**src/rtl/at24c02_pkg.sv**
```systemverilog
// Shared types and defaults for the AT24C02 transfer sequencer.
package at24c02_pkg;

  localparam int unsigned CtlAddrW       = 11;
  localparam int unsigned DefPageSize    = 8;
  localparam int unsigned DefWrCycleClks = 250000;

  typedef enum logic [2:0] {
    StIdle,
    StCalc,
    StStart,
    StData,
    StWaitLow,
    StWaitIdle,
    StWrDelay,
    StFinish
  } xfer_state_t;

endpackage

```
**src/rtl/at24c02_xfer_seq_if.sv**
```systemverilog
// User-side command, write-data and read-data streams of the transfer sequencer.
interface at24c02_xfer_seq_if #(
  parameter int unsigned ADDR_W = 11
);

  logic              cmd_valid;
  logic              cmd_ready;
  logic [ADDR_W-1:0] cmd_addr;
  logic [8:0]        cmd_len;
  logic              cmd_wr;
  logic [7:0]        wr_data;
  logic              wr_valid;
  logic              wr_ready;
  logic [7:0]        rd_data;
  logic              rd_valid;
  logic              rd_ready;
  logic              rd_last;

  modport master (
    output cmd_valid, cmd_addr, cmd_len, cmd_wr, wr_data, wr_valid, rd_ready,
    input  cmd_ready, wr_ready, rd_data, rd_valid, rd_last
  );

  modport slave (
    input  cmd_valid, cmd_addr, cmd_len, cmd_wr, wr_data, wr_valid, rd_ready,
    output cmd_ready, wr_ready, rd_data, rd_valid, rd_last
  );

endinterface

```
**src/rtl/wr_cycle_timer.sv**
```systemverilog
// Counts out the EEPROM internal write-cycle time; done_o marks the last waiting cycle.
module wr_cycle_timer #(
  parameter int unsigned CYCLES = 250000
) (
  input  logic clk_i,
  input  logic rst_i,
  input  logic start_i,
  output logic done_o
);

  localparam int unsigned CntW = $clog2(CYCLES + 1);

  logic [CntW-1:0] cnt_q;

  always_ff @(posedge clk_i) begin
    if (rst_i) begin
      cnt_q <= '0;
    end else if (start_i) begin
      cnt_q <= CntW'(CYCLES);
    end else if (cnt_q != '0) begin
      cnt_q <= cnt_q - CntW'(1);
    end
  end

  assign done_o = (cnt_q == CntW'(1));

endmodule

```
**src/rtl/at24c02_xfer_seq.sv**
```systemverilog
// Splits block transfers into page-aligned write bursts / single read sequences and
// drives the AT24C02 controller's request/beat/last handshake.
module at24c02_xfer_seq
  import at24c02_pkg::*;
#(
  parameter int unsigned ADDR_W        = 11,
  parameter int unsigned PAGE_SIZE     = DefPageSize,
  parameter int unsigned WR_CYCLE_CLKS = DefWrCycleClks
) (
  input  logic                clk_i,
  input  logic                rst_i,
  at24c02_xfer_seq_if.slave   bus,
  output logic                busy_o,
  output logic                done_o,
  output logic [CtlAddrW-1:0] ctl_address_o,
  output logic                ctl_wr_en_o,
  output logic [7:0]          ctl_din_o,
  input  logic [7:0]          ctl_dout_i,
  input  logic                ctl_ready_i,
  output logic                ctl_parent_ready_o,
  output logic                ctl_last_o
);

  localparam int unsigned PgW = (PAGE_SIZE > 1) ? $clog2(PAGE_SIZE) : 1;

  xfer_state_t       state_q;
  logic [ADDR_W-1:0] cur_addr_q;
  logic [8:0]        total_rem_q;
  logic [8:0]        chunk_rem_q;
  logic              is_wr_q;
  logic              busy_q;
  logic              last_seen_q;

  logic [8:0] page_room;
  logic [8:0] burst_len;
  logic       final_byte;
  logic       rd_gate;
  logic       beat;
  logic       tmr_start;
  logic       tmr_done;

  always_comb begin
    page_room = 9'(PAGE_SIZE) - 9'(cur_addr_q[PgW-1:0]);
    if (!is_wr_q || (total_rem_q < page_room)) begin
      burst_len = total_rem_q;
    end else begin
      burst_len = page_room;
    end
  end

  // The controller registers last one cycle late, so the final read byte is
  // withheld on the first cycle it is offered.
  always_comb begin
    final_byte         = (chunk_rem_q == 9'd1);
    rd_gate            = !final_byte || last_seen_q;
    bus.cmd_ready      = (state_q == StIdle);
    bus.wr_ready       = 1'b0;
    bus.rd_valid       = 1'b0;
    bus.rd_last        = 1'b0;
    bus.rd_data        = '0;
    ctl_address_o      = '0;
    ctl_wr_en_o        = 1'b0;
    ctl_din_o          = '0;
    ctl_parent_ready_o = 1'b0;
    ctl_last_o         = 1'b0;
    beat               = 1'b0;
    tmr_start          = (state_q == StWaitIdle) && ctl_ready_i && is_wr_q;
    unique case (state_q)
      StStart: begin
        ctl_parent_ready_o = 1'b1;
        ctl_address_o      = CtlAddrW'(cur_addr_q);
        ctl_wr_en_o        = is_wr_q;
      end
      StData: begin
        ctl_address_o = CtlAddrW'(cur_addr_q);
        ctl_wr_en_o   = is_wr_q;
        ctl_last_o    = final_byte;
        if (is_wr_q) begin
          ctl_din_o          = bus.wr_data;
          ctl_parent_ready_o = bus.wr_valid;
          bus.wr_ready       = ctl_ready_i;
          beat               = bus.wr_valid && ctl_ready_i;
        end else begin
          bus.rd_data        = ctl_dout_i;
          bus.rd_last        = final_byte;
          bus.rd_valid       = ctl_ready_i && rd_gate;
          ctl_parent_ready_o = bus.rd_ready && rd_gate;
          beat               = bus.rd_ready && ctl_ready_i && rd_gate;
        end
      end
      default: ;
    endcase
  end

  always_ff @(posedge clk_i) begin
    if (rst_i) begin
      state_q     <= StIdle;
      cur_addr_q  <= '0;
      total_rem_q <= '0;
      chunk_rem_q <= '0;
      is_wr_q     <= 1'b0;
      busy_q      <= 1'b0;
      last_seen_q <= 1'b0;
    end else begin
      unique case (state_q)
        StIdle: begin
          if (bus.cmd_valid) begin
            cur_addr_q  <= bus.cmd_addr;
            total_rem_q <= bus.cmd_len + 9'd1;
            is_wr_q     <= bus.cmd_wr;
            busy_q      <= 1'b1;
            state_q     <= StCalc;
          end
        end
        StCalc: begin
          chunk_rem_q <= burst_len;
          state_q     <= StStart;
        end
        StStart: begin
          last_seen_q <= 1'b0;
          if (ctl_ready_i) state_q <= StData;
        end
        StData: begin
          if (!is_wr_q && final_byte && ctl_ready_i) last_seen_q <= 1'b1;
          if (beat) begin
            chunk_rem_q <= chunk_rem_q - 9'd1;
            total_rem_q <= total_rem_q - 9'd1;
            cur_addr_q  <= cur_addr_q + ADDR_W'(1);
            if (final_byte) state_q <= StWaitLow;
          end
        end
        StWaitLow: begin
          if (!ctl_ready_i) state_q <= StWaitIdle;
        end
        StWaitIdle: begin
          if (ctl_ready_i) state_q <= is_wr_q ? StWrDelay : StFinish;
        end
        StWrDelay: begin
          if (tmr_done) state_q <= (total_rem_q != '0) ? StCalc : StFinish;
        end
        StFinish: begin
          busy_q  <= 1'b0;
          state_q <= StIdle;
        end
        default: state_q <= StIdle;
      endcase
    end
  end

  assign busy_o = busy_q;
  assign done_o = (state_q == StFinish);

  wr_cycle_timer #(
    .CYCLES (WR_CYCLE_CLKS)
  ) u_wr_cycle_timer (
    .clk_i   (clk_i),
    .rst_i   (rst_i),
    .start_i (tmr_start),
    .done_o  (tmr_done)
  );

endmodule

```
**src/flat_wrapper.sv**
```systemverilog
// flat-port wrapper written by rule: the top's interface ports become plain ports
module at24c02_xfer_seq_flat import at24c02_pkg::*;
#(
  parameter int unsigned ADDR_W        = 11,
  parameter int unsigned PAGE_SIZE     = DefPageSize,
  parameter int unsigned WR_CYCLE_CLKS = DefWrCycleClks
)
  (clk_i, rst_i, busy_o, done_o, ctl_address_o, ctl_wr_en_o, ctl_din_o, ctl_dout_i, ctl_ready_i, ctl_parent_ready_o, ctl_last_o, bus_cmd_valid, bus_cmd_addr, bus_cmd_len, bus_cmd_wr, bus_wr_data, bus_wr_valid, bus_rd_ready, bus_cmd_ready, bus_wr_ready, bus_rd_data, bus_rd_valid, bus_rd_last);
  at24c02_xfer_seq_if #(.ADDR_W(ADDR_W)) bus_i ();
  input  logic clk_i;
  input  logic rst_i;
  output logic busy_o;
  output logic done_o;
  output logic [CtlAddrW-1:0] ctl_address_o;
  output logic ctl_wr_en_o;
  output logic [7:0] ctl_din_o;
  input  logic [7:0] ctl_dout_i;
  input  logic ctl_ready_i;
  output logic ctl_parent_ready_o;
  output logic ctl_last_o;
  input wire logic [$bits(bus_i.cmd_valid)-1:0] bus_cmd_valid;
  input wire logic [$bits(bus_i.cmd_addr)-1:0] bus_cmd_addr;
  input wire logic [$bits(bus_i.cmd_len)-1:0] bus_cmd_len;
  input wire logic [$bits(bus_i.cmd_wr)-1:0] bus_cmd_wr;
  input wire logic [$bits(bus_i.wr_data)-1:0] bus_wr_data;
  input wire logic [$bits(bus_i.wr_valid)-1:0] bus_wr_valid;
  input wire logic [$bits(bus_i.rd_ready)-1:0] bus_rd_ready;
  output wire logic [$bits(bus_i.cmd_ready)-1:0] bus_cmd_ready;
  output wire logic [$bits(bus_i.wr_ready)-1:0] bus_wr_ready;
  output wire logic [$bits(bus_i.rd_data)-1:0] bus_rd_data;
  output wire logic [$bits(bus_i.rd_valid)-1:0] bus_rd_valid;
  output wire logic [$bits(bus_i.rd_last)-1:0] bus_rd_last;
  assign bus_i.cmd_valid = bus_cmd_valid;
  assign bus_i.cmd_addr = bus_cmd_addr;
  assign bus_i.cmd_len = bus_cmd_len;
  assign bus_i.cmd_wr = bus_cmd_wr;
  assign bus_i.wr_data = bus_wr_data;
  assign bus_i.wr_valid = bus_wr_valid;
  assign bus_i.rd_ready = bus_rd_ready;
  assign bus_cmd_ready = bus_i.cmd_ready;
  assign bus_wr_ready = bus_i.wr_ready;
  assign bus_rd_data = bus_i.rd_data;
  assign bus_rd_valid = bus_i.rd_valid;
  assign bus_rd_last = bus_i.rd_last;
  at24c02_xfer_seq #(.ADDR_W(ADDR_W), .PAGE_SIZE(PAGE_SIZE), .WR_CYCLE_CLKS(WR_CYCLE_CLKS)) u_core (.clk_i(clk_i), .rst_i(rst_i), .bus(bus_i), .busy_o(busy_o), .done_o(done_o), .ctl_address_o(ctl_address_o), .ctl_wr_en_o(ctl_wr_en_o), .ctl_din_o(ctl_din_o), .ctl_dout_i(ctl_dout_i), .ctl_ready_i(ctl_ready_i), .ctl_parent_ready_o(ctl_parent_ready_o), .ctl_last_o(ctl_last_o));
endmodule
```
**config.mk**
```make
export PLATFORM = sky130hd
export DESIGN_NAME = at24c02_xfer_seq_flat
export DESIGN_NICKNAME = d
export VERILOG_FILES = /design/src/rtl/at24c02_pkg.sv /design/src/rtl/at24c02_xfer_seq_if.sv /design/src/rtl/wr_cycle_timer.sv /design/src/rtl/at24c02_xfer_seq.sv /design/src/flat_wrapper.sv
export SDC_FILE = /design/constraint.sdc
export NUM_CORES = 1
export LEC_CHECK = 0
export ABC_AREA = 0
export CAP_MARGIN = 15
export CORE_UTILIZATION = 48
export CTS_CLUSTER_DIAMETER = 100
export CTS_CLUSTER_SIZE = 14
export DETAILED_ROUTE_END_ITERATION = 8
export GPL_ROUTABILITY_DRIVEN = 0
export GPL_TIMING_DRIVEN = 0
export PLACE_DENSITY = 0.81
export RECOVER_POWER = 50
export SLEW_MARGIN = 20
export SYNTH_ARGS = -nofsm -noshare
export SYNTH_HDL_FRONTEND = slang
export SYNTH_HIERARCHICAL = 1
export SYNTH_SLANG_ARGS = --single-unit
```
**constraint.sdc**
```tcl
create_clock -name clk_i -period 2.61 [get_ports clk_i]
set_clock_uncertainty 0.05 [all_clocks]
set_input_delay 0.522 -clock clk_i [delete_from_list [all_inputs] [get_ports clk_i]]
set_output_delay 0.522 -clock clk_i [all_outputs]
set_load 0.03 [all_outputs]
```
## After elaboration in Yosys (flattened, before gate mapping)

Index checks and enable logic that the tools add are counted.

| operators by class | value |
|---|---|
| equality and inequality tests | 17 |
| add/sub/neg operators | 6 |
| reduce and logical (&&, ||, !) cells | 29 |
| multiplexer cells | 42 |
| magnitude comparators | 1 |

Operators with widths:

| cell | count |
|---|---|
| two-way mux 18 bit | 2 |
| two-way mux 9 bit | 4 |
| case mux 9 bit (2 select lines) | 2 |
| two-way mux 11 bit | 3 |
| two-way mux 8 bit | 4 |
| two-way mux 3 bit | 8 |
| case mux 3 bit (8 select lines) | 1 |
| case mux 11 bit (2 select lines) | 1 |
| == test 18 x 1 -> 1 bit, second input constant | 1 |
| nonzero test 18 bit | 1 |
| subtractor 18 x 1 -> 18 bit, second input constant | 1 |
| subtractor 9 x 1 -> 9 bit, second input constant | 2 |
| two-way mux 1 bit | 14 |
| == test 3 bit, second input constant | 4 |
| adder 11 x 1 -> 11 bit, second input constant | 1 |
| nonzero test 2 bit | 5 |
| adder 9 x 1 -> 9 bit, second input constant | 1 |
| == test 9 x 1 -> 1 bit, second input constant | 1 |
| logical AND 1 bit | 9 |
| less-than comparator 9 bit | 1 |
| nonzero test 9 bit | 1 |
| != test 2 x 1 -> 1 bit, second input constant | 4 |
| != test 2 bit, second input constant | 4 |
| AND reduction 2 bit | 4 |
| other kinds (10) | 16 |

| word-level totals | value |
|---|---|
| output and inout port bits | 36 |
| register bits | 53 |
| bits of input ports | 43 |
| word-level logic and storage cells | 104 |

## Logic depth before layout (Yosys ltp)

Gate-level depths: netlist of the first run.

| depth | value |
|---|---|
| depth in word-level cells | 8 |
| gate-level depth with buffers | 10 |
| depth with buffers taken out | 10 |

## Hierarchy

Netlist of the first run, hierarchy kept.

Modules (own cells, without submodules):

| module | cells an instance | seq. area each (µm²) | instances | area an instance (µm²) |
|---|---|---|---|---|
| at24c02_xfer_seq | 384 | 700.7 | 1 | 2786.4 |
| wr_cycle_timer | 123 | 360.3 | 1 | 1029.7 |

## Worst setup path before layout of the first run

No wires, ideal clock.

| timing path | value |
|---|---|
| kind | reg-to-reg |
| start point | reg u_core.cur_addr_q[0] |
| end point | reg u_core.chunk_rem_q[3] |
| data required time | 2.478 ns |
| arrival | 2.249 ns |
| buffers on the path | 0 |
| path slack | 0.229 ns |
| period minus slack after synthesis | 2.381 ns |
| cell stages (with the launch flop) | 11 |
| path through | dfxtp_1 -> inv_1 -> ha_1 -> xnor2_1 -> inv_1 -> ha_1 -> a21oi_1 -> o21ai_0 -> a31oi_2 -> mux2_2 -> o221ai_1 |

| on the way | value |
|---|---|
| word-level cells in the longest chain between the ends | 5 |

Ends and longest elaborated chain:

| item | RTL line | RTL |
|---|---|---|
| start: declaration | at24c02_xfer_seq.sv:27 | `logic [ADDR_W-1:0] cur_addr_q;` |
| start signal: assignment | at24c02_xfer_seq.sv:108 | `cur_addr_q <= bus.cmd_addr;` |
| start signal: assignment | at24c02_xfer_seq.sv:128 | `cur_addr_q <= cur_addr_q + ADDR_W'(1);` |
| subtractor 4 x 3 -> 5 bit (*) | at24c02_xfer_seq.sv:43 | `page_room = 9'(PAGE_SIZE) - 9'(cur_addr_q[PgW-1:0]);` |
| less-than comparator 9 bit | at24c02_xfer_seq.sv:44 | `if (!is_wr_q \|\| (total_rem_q < page_room)) begin` |
| logical OR 1 bit | at24c02_xfer_seq.sv:44 |  |
| two-way mux 9 bit (*) | at24c02_xfer_seq.sv:44 |  |
| case mux 9 bit (2 select lines) (*) | at24c02_xfer_seq.sv:105 | `unique case (state_q)` |
| end signal: assignment | at24c02_xfer_seq.sv:116 | `chunk_rem_q <= burst_len;` |
| end signal: assignment | at24c02_xfer_seq.sv:126 | `chunk_rem_q <= chunk_rem_q - 9'd1;` |
| end: declaration | at24c02_xfer_seq.sv:29 | `logic [8:0] chunk_rem_q;` |

Mark *: on every way between the ends. The rest lies on a longest branch, timed or not.
A chain may end at the register's enable or synchronous reset.

## Worst setup path after layout of the first run

| timing path | value |
|---|---|
| start point | reg u_core.chunk_rem_q[1] |
| end point | reg u_core.chunk_rem_q[1] |

| on the way | value |
|---|---|
| word-level cells in the longest chain between the ends | 8 |
| elaborated cells between the ends (all ways) | 11 |
| those cells by class | add/sub (1); eq/ne (2); mux (4); reduce/logical (4) |

Ends and longest elaborated chain:

| item | RTL line | RTL |
|---|---|---|
| == test 9 x 1 -> 1 bit | at24c02_xfer_seq.sv:54 | `final_byte = (chunk_rem_q == 9'd1);` |
| zero test 1 bit | at24c02_xfer_seq.sv:55 | `rd_gate = !final_byte \|\| last_seen_q;` |
| logical OR 1 bit | at24c02_xfer_seq.sv:55 |  |
| logical AND 1 bit | at24c02_xfer_seq.sv:88 | `beat = bus.rd_ready && ctl_ready_i && rd_gate;` |
| two-way mux 1 bit | at24c02_xfer_seq.sv:78 | `if (is_wr_q) begin` |
| two-way mux 1 bit | at24c02_xfer_seq.sv:68 | `unique case (state_q)` |
| != test 2 x 1 -> 1 bit (no line) | n/a |  |
| AND reduction 2 bit (no line) | n/a |  |

Several ways; a longest one is shown, not always the timed one. The select of a mux whose other input is x is not followed.

==> results of run 1 <==
layer usage:
layer	part of all wire [%]	vias to the layer above	wire, µm	global-route usage [%]
met1	41	2137	5200	39.9
met4	3.1	0	392	11.9
met2	46	290	5810	49.2
met5	0	-	0	0
li1	-	2090	-	-
met3	10	49	1320	5.95
cell type report:
class                      instances  area, µm²  area share, %
sequential                        53       1070           22.1
clock buffer                       5       68.8           1.42
inverter                          23       86.3           1.78
timing repair buffer              80        753           15.6
clock inverter                     3       22.5          0.465
buffer                            27        133           2.74
tap                              102        128           2.64
multi-input combinational        400       2580           53.3
state kept, by name, indices dropped and copies added (netlist names):
| register | cells |
|---|---|
| u_core/cur_addr_q | 11 |
| u_core/total_rem_q | 9 |
| u_core/last_seen_q | 1 |
| u_core/state_q | 3 |
| u_core/chunk_rem_q | 9 |
| u_core/busy_o | 1 |
| u_core/is_wr_q | 1 |
| u_core/u_wr_cycle_timer/cnt_q | 18 |
how the worst max path moves through the flow:
stage	start	endpoint	depth (start not counted)
detailed placement	u_core/state_q[0]	bus_rd_data[2]	6
finish	u_core/chunk_rem_q[1]	u_core/chunk_rem_q[1]	7
CTS	u_core/state_q[2]	ctl_wr_en_o	6
floorplan	u_core/chunk_rem_q[2]	bus_rd_last	3
global route	u_core/chunk_rem_q[1]	ctl_parent_ready_o	7
global placement	u_core/state_q[0]	bus_rd_data[4]	6
critical path: stages, from the launching register on:
cell and delay, ps:
dfxtp_1 340, inv_1 90, ha_1 180, or4b_1 480
or4_4 550, a21oi_2 440, a211oi_1 120, a32o_1 230
synthesized netlist by cell type, types with 12 or more instances:
| cell type | instances |
|---|---|
| a21oi_1 | 37 |
| a31oi_1 | 12 |
| and2_1 | 14 |
| and3_1 | 28 |
| clkbuf_1 | 23 |
| dfxtp_1 | 53 |
| ha_1 | 12 |
| inv_1 | 23 |
| nand2_1 | 40 |
| nand3_1 | 20 |
| nand4_1 | 12 |
| nor2_1 | 33 |
| nor3_1 | 24 |
| o21ai_0 | 24 |
through the flow:
step                      power, mW  utilization, %  cells
after detailed placement       3.14            60.9    685
after global placement         3.06            60.9    685
after global routing           4.03            62.6    693
after CTS                      3.66            62.6    693
after floorplan                2.59               -    507
final                          3.79            62.6    693
cell families (layout without fill, tap and decap cells):
family	count (synthesis)	count (layout)	share of synthesized area, %
and+or+nand+nor	222	222	31.8
AOI/OAI and AO/OA	151	151	26.9
buffers and inverters	54	138	5.90
DFF	53	53	27.8
adders and majority gates	12	12	3.93
xor gates and xnor gates	8	8	1.84
muxes	7	7	1.87
repair_timing:
item                                    CTS  global route
pin swaps                                 2             3
endpoints found under the setup margin   38            24
resized for setup                        71            26
buffers inserted                          3             1
where the power goes:
part	switching [mW]	internal [mW]	leakage (nW)
logic	1.23	0.790	1.45
clock network	0.311	0.192	0.0481
registers	0.265	0.999	0.436
==> metrics.md, run 1 <==
| Metric | Value |
|---|---|
| Post-synth EDFFs | 0 |
| FMAX | a little under 400 MHz |
| Initial Util | around half |
| Final Hold Fails | 0 |
| Worst min path class | reg -> reg |
| Most frequent cells in the layout | dfxtp_1 (50), clkdlybuf4s50_1 (40), nand2_1 (38) |
| Cell taking the most area after synthesis | dfxtp_1 |
| Fin crit share | a little over nine tenths |
| Yosys cell types | 69 |
| Vias in the first global route | about 4.2k |
| Placement Cell Area | roughly 0.0047 mm² |
| FP Rows | 32 |
| DRT Wirelength | 12.7 mm |
| Max-slew violation count | 0 |
| Min Hold Slack | 424 ps |
| Syn Inst Count | approximately 510 |
| Core footprint | 0.00773 mm² |
| Antenna viol nets, final | 0 |
| WS Path Type | reg -> reg |
| First-pass GRT wire length | 20.6 mm |
| Unrepaired setup endpoints after global routing | true |
| Finished layout cell area | 0.00484 mm² |
| CTS clk-pin slew, worst paths | 110 ps |
| Crit Reg-Reg Startpoint | u_core/chunk_rem_q[1] |
| Hold wc startpoint | u_core/busy_o |
| Antenna cells | 0 |
| Die H | 91.2 µm |
| CP Max Fanout | 10 |
| Setup TNS | 0 ps |
| Flops & latches, synth | 53 |
| Worst IR Drop VDD | 0.448 mV |
| Pin count of the biggest net entering global routing | 20 |
| Layout cell share with drive strength beyond 1 | about a tenth |
| Max-Cap Viols | 0 |
| CTS tree | done |
| Pleak | ~1.9 nW |
| Setup WS pre-CTS | -537 ps |
| Clock buffer count from CTS | 5 |
| Slew headroom | 38.4% |
| Synth area leaders | dfxtp_1 (28%), a21oi_1 (4.9%), and3_1 (4.6%), ha_1 (3.9%), nand2_1 (3.9%) |
| Post-synthesis sequential area ratio | ~28% |
| Iter 0 DRT Violations | 597 |
| Vias per std cell | 6.59 |
| Crit path required time | about 2800 ps |
| Pre-antenna DRT Iters | 5 |
| IO Port Bufs | 76 |
| DIE AREA | 0.00831 mm² |
| H-tree lvl count | 2 |
| WP data arrival | around 2700 ps |
| Yosys top cell area share | 27.8% |
| Worst setup margin | ~43 ps |
| Endpoint class of the critical path | register |
| Run status | finished clean |
| Crit path time final | 2570 ps |
| Final Setup Violations | 0 |
| CTS max path bufs | 2 |
| DR vias | approximately 4.6k |
| Min-Delay Path Depth | 2 |
| Post-detail-place hpwl | between 9 and 10 mm |
| Hold Path Sink | u_core/busy_o |
| Syn Area/Cell | 7.53 µm² |
| CTS hold repair buffers | 0 |
| Main synth FF type | dfxtp_1 |
| GRT Util Overall | slightly above 30% |
| Power Density | 783 mW/mm² |
| Worst setup SP type | register |
| Yosys warnings | 6 |
| DRC errors left | 0 |
| Die W | 91.2 µm |
| Reg-to-Reg End | u_core/chunk_rem_q[1] |
| Routed WL per cell | between 15 and 20 µm |
| Commonest non-fill, non-tap cell in the layout | dfxtp_1 |
| Clk_lat worst skew | 320 ps |
| Area grow syn2layout | 26.8% |
| Root buf cell | clkbuf_8 |
| GR Overflow Total | 0 |
| R2r setup slk | 40 ps |
| I/O pins | approximately 80 |
| R2R depth | 7 |
| NumNets Final | 645 |
| CTS Sinks | 53 |
| Initial antenna violation count | 0 |
| Syn Std Cell Area | 0.00382 mm² |
| Async set-reset flop share out of synthesis | 0% |
| Syn nets | 562 |
| Least-Margin Pin Slew | 922 ps |
| # fillers | 726 |
Note: power is estimated with default switching activity, not from simulation.
==> run 2, diff against run 1 <==
- ABC_CLOCK_PERIOD_IN_PS: unset -> 2610
==> results of run 2 <==
No change in the layout: final DEF, timing and power equal those of run 1.
==> run 3, diff against run 2 <==
- CELL_PAD_IN_SITES_DETAIL_PLACEMENT: unset -> 1
- CELL_PAD_IN_SITES_GLOBAL_PLACEMENT: unset -> 2
- CORE_UTILIZATION: 48 -> 29
- PLACE_DENSITY: 0.81 -> 0.85
==> run 3 against run 2 <==
  * Power rose by 12%
  * Count of clock-buffer cells in the layout unchanged
  * Global-route usage down 8.1 points
  * Fmax is 1.4% higher
  * Worst hold slack gained 12 ps
  * Non-clock buffer count grew 2
  * Clock power rose by 79%
  * Critical path depth fell by 1
  * Worst setup slack improved by 35 ps
  * Highest routed layer unchanged
==> metrics.md, run 3 (synthesized netlist as in run 1, its figures left out) <==
| Metric | Value |
|---|---|
| Run status | finished clean |
| FP Rows | 41 (+28%) |
| DR vias | 4379 (-4.1%) |
| Initial Util | 30.0% (-19 points) |
| First-pass GRT wire length | 23.1 mm (+12%) |
| NumNets Final | 648 (+0.47%) |
| Layout Cells excl Fill | 766 (+11%) |
| CP peak stage delay | 410 ps (-140 ps) |
| I/O pins | 79 (unchanged) |
| Setup TNS | 0 ps (unchanged) |
| DRT Wirelength | 14.9 mm (+17%) |
| Max reg flops | 18 (unchanged) |
| CTS max path bufs | 2 (unchanged) |
| Endpoint class of the critical path | output port |
| Slowest-stage cell, CP | dlygate4sd2_1 |
| Pin count of the biggest net entering global routing | 20 (unchanged) |
| H-tree lvl count | 2 (unchanged) |
| Sequential share of power | 30.0% (-3.3 points) |
| Iter 0 DRT Violations | 362 (-39%) |
| Internal | 2.37 mW (+20%) |
| Antenna viol nets, final | 0 (unchanged) |
| Commonest non-fill, non-tap cell in the layout | dfxtp_1 |
| Post-detail-place hpwl | 10.9 mm (+19%) |
| Clock network power share | 21.2% (+7.9 points) |
| Worst IR Drop VDD | 0.290 mV (-35%) |
| Final Setup Violations | 0 (unchanged) |
| Largest regs | u_core/u_wr_cycle_timer/cnt_q: 18 flops, u_core/cur_addr_q: 11 flops |
| FMAX | 395 MHz (+1.4%) |
| Worst setup SP type | register |
| Dpl cells | 755 (+10%) |
| Crit path time final | 2530 ps (-35.0 ps) |
| Pre-antenna DRT Iters | 5 (unchanged) |
| CTS tree | done |
| Core footprint | 0.0127 mm² (+65%) |
| WS Path Type | reg -> out |
| Multi-input logic area | 0.00261 mm² (+1.3%) |
| Root buf cell | clkbuf_16 |
| Antenna cells | 0 (unchanged) |
| CTS Sinks | 53 (unchanged) |
| Comb power frac | 48.8% (-4.6 points) |
| Power Density | 829 mW/mm² (+5.9%) |
| Initial antenna violation count | 0 (unchanged) |
| Worst setup path startpoint | u_core/state_q[2] |
| CP Max Fanout | 10 (unchanged) |
| Top cell by count, worst path | clkbuf_2 |
| Sw Ratio | 44.1% (-3.7 points) |
| Worst min path class | reg -> reg |
| GR Overflow Total | 0 (unchanged) |
| Fin crit share | 97.0% (-1.3 points) |
| WP data arrival | 1960 ps (-770 ps) |
| Routed WL per cell | 19.5 µm (+6.0%) |
| Most frequent cells in the layout | dfxtp_1 (48), clkdlybuf4s50_1 (41), nand2_1 (39) |
| Clock buffer count from CTS | 5 (unchanged) |
| Vias per std cell | 5.72 (-13%) |
| CTS clk-pin slew, worst paths | 70 ps (-40 ps) |
| Crit path required time | 2040 ps (-740 ps) |
| Die H | 117 µm (+28%) |
| Crit-path cells | clkbuf_2, inv_1, clkbuf_2, nand2_2, nor2_1, dlygate4sd2_1 |
| Reg area | 0.00107 mm² (+0.24%) |
| Slew headroom | 42.1% (+3.6 points) |
| Least-Margin Pin Slew | 867 ps (-54.5 ps) |
| Pleak | 2.02 nW (+4.7%) |
| Sw Pwr | 1.87 mW (+3.3%) |
| Layout cell share with drive strength beyond 1 | 11.1% (+0.62 points) |
| Vias in the first global route | 4338 (+2.9%) |
| Fin util | 40.2% (-22 points) |
| # fillers | 1599 (+120%) |
| GRT Util Overall | 22.3% (-8.1 points) |
| Die W | 117 µm (+28%) |
| Final Hold Fails | 0 (unchanged) |
| Max-slew violation count | 0 (unchanged) |
| Crit Reg-Reg Startpoint | u_core/cur_addr_q[0] |
| Area grow syn2layout | 33.9% |
| DRC errors left | 0 (unchanged) |
| CTS hold repair buffers | 0 (unchanged) |
| Max-Cap Viols | 0 (unchanged) |
| Most flops, register | u_core/u_wr_cycle_timer/cnt_q |
| IO Port Bufs | 76 (unchanged) |
| Clk_lat worst skew | 310 ps (about the same) |
| DIE AREA | 0.0136 mm² (+64%) |
| Hold wc startpoint | u_core/busy_o |
## run 3: cell types whose count changed in the layout (fill, tap and decap cells not counted), moves of 3 or more
cell,previous run,this run
buf_4,4,9
clkbuf_16,0,5
clkbuf_2,9,4
clkbuf_8,5,1
clkbuf_1,16,13
## run 3: power groups by stage
stage	clock, mW	combinational (mW)	sequential (mW)
after floorplan	0	1.41	1.18
after global placement	0	1.93	1.23
after detailed placement	0	1.97	1.24
after CTS	0.922	2.00	1.25
after global routing	0.953	2.28	1.30
final	0.900	2.07	1.27
## run 3: what timing repair did
action | 4_1_cts | 5_1_grt
endpoints found under the setup margin | 38 | 24
buffers inserted | 5 | 1
pin swaps | 2 | 3
gates cloned | 0 | 1
resized for setup | 75 | 26
## run 3: worst paths after layout
kind	slack [ps]	depth (start not counted)	to
max	80	6	ctl_wr_en_o
max reg2reg	100	10	u_core/chunk_rem_q[0]
min reg2reg	440	2	u_core/busy_o
min	440	2	u_core/busy_o
## run 3: metrics by stage
stage | power [mW] | hold slack, ps | worst slack (ps) | instance area [µm²]
after CTS | 4.16 | 441 | 1.40 | 5060
after detailed placement | 3.21 | 428 | -715 | 4790
after global placement | 3.16 | 414 | -723 | 4790
after floorplan | 2.59 | 408 | 229 | 3820
final | 4.24 | 436 | 78.4 | 5110
after global routing | 4.54 | 462 | -42.3 | 5110
## run 3: per-layer routing
layer	track usage [%]	up-vias	part of all wire, %
met3	3.17	18	3.7
met5	0	-	0
met4	8.78	0	2.1
met1	27.9	2162	46
met2	38.6	107	48
li1	-	2092	-
## run 3: worst max-delay path, delay by kind of cell, from the launching register on
family                 cells  cell delay (ps)
buffers and inverters      4             1000
flip-flops                 1              340
AND/OR/NAND/NOR            2              300
## run 3: area by class of cell
cell class | instances | share of cell area [%]
multi-input cells | 401 | 51.1
flip-flops and latches | 53 | 20.9
repair buffers | 82 | 15.3
well taps | 172 | 4.21
plain buffers | 27 | 2.99
clock buffers | 5 | 2.45
inverters | 23 | 1.76
clock inverters | 3 | 1.27
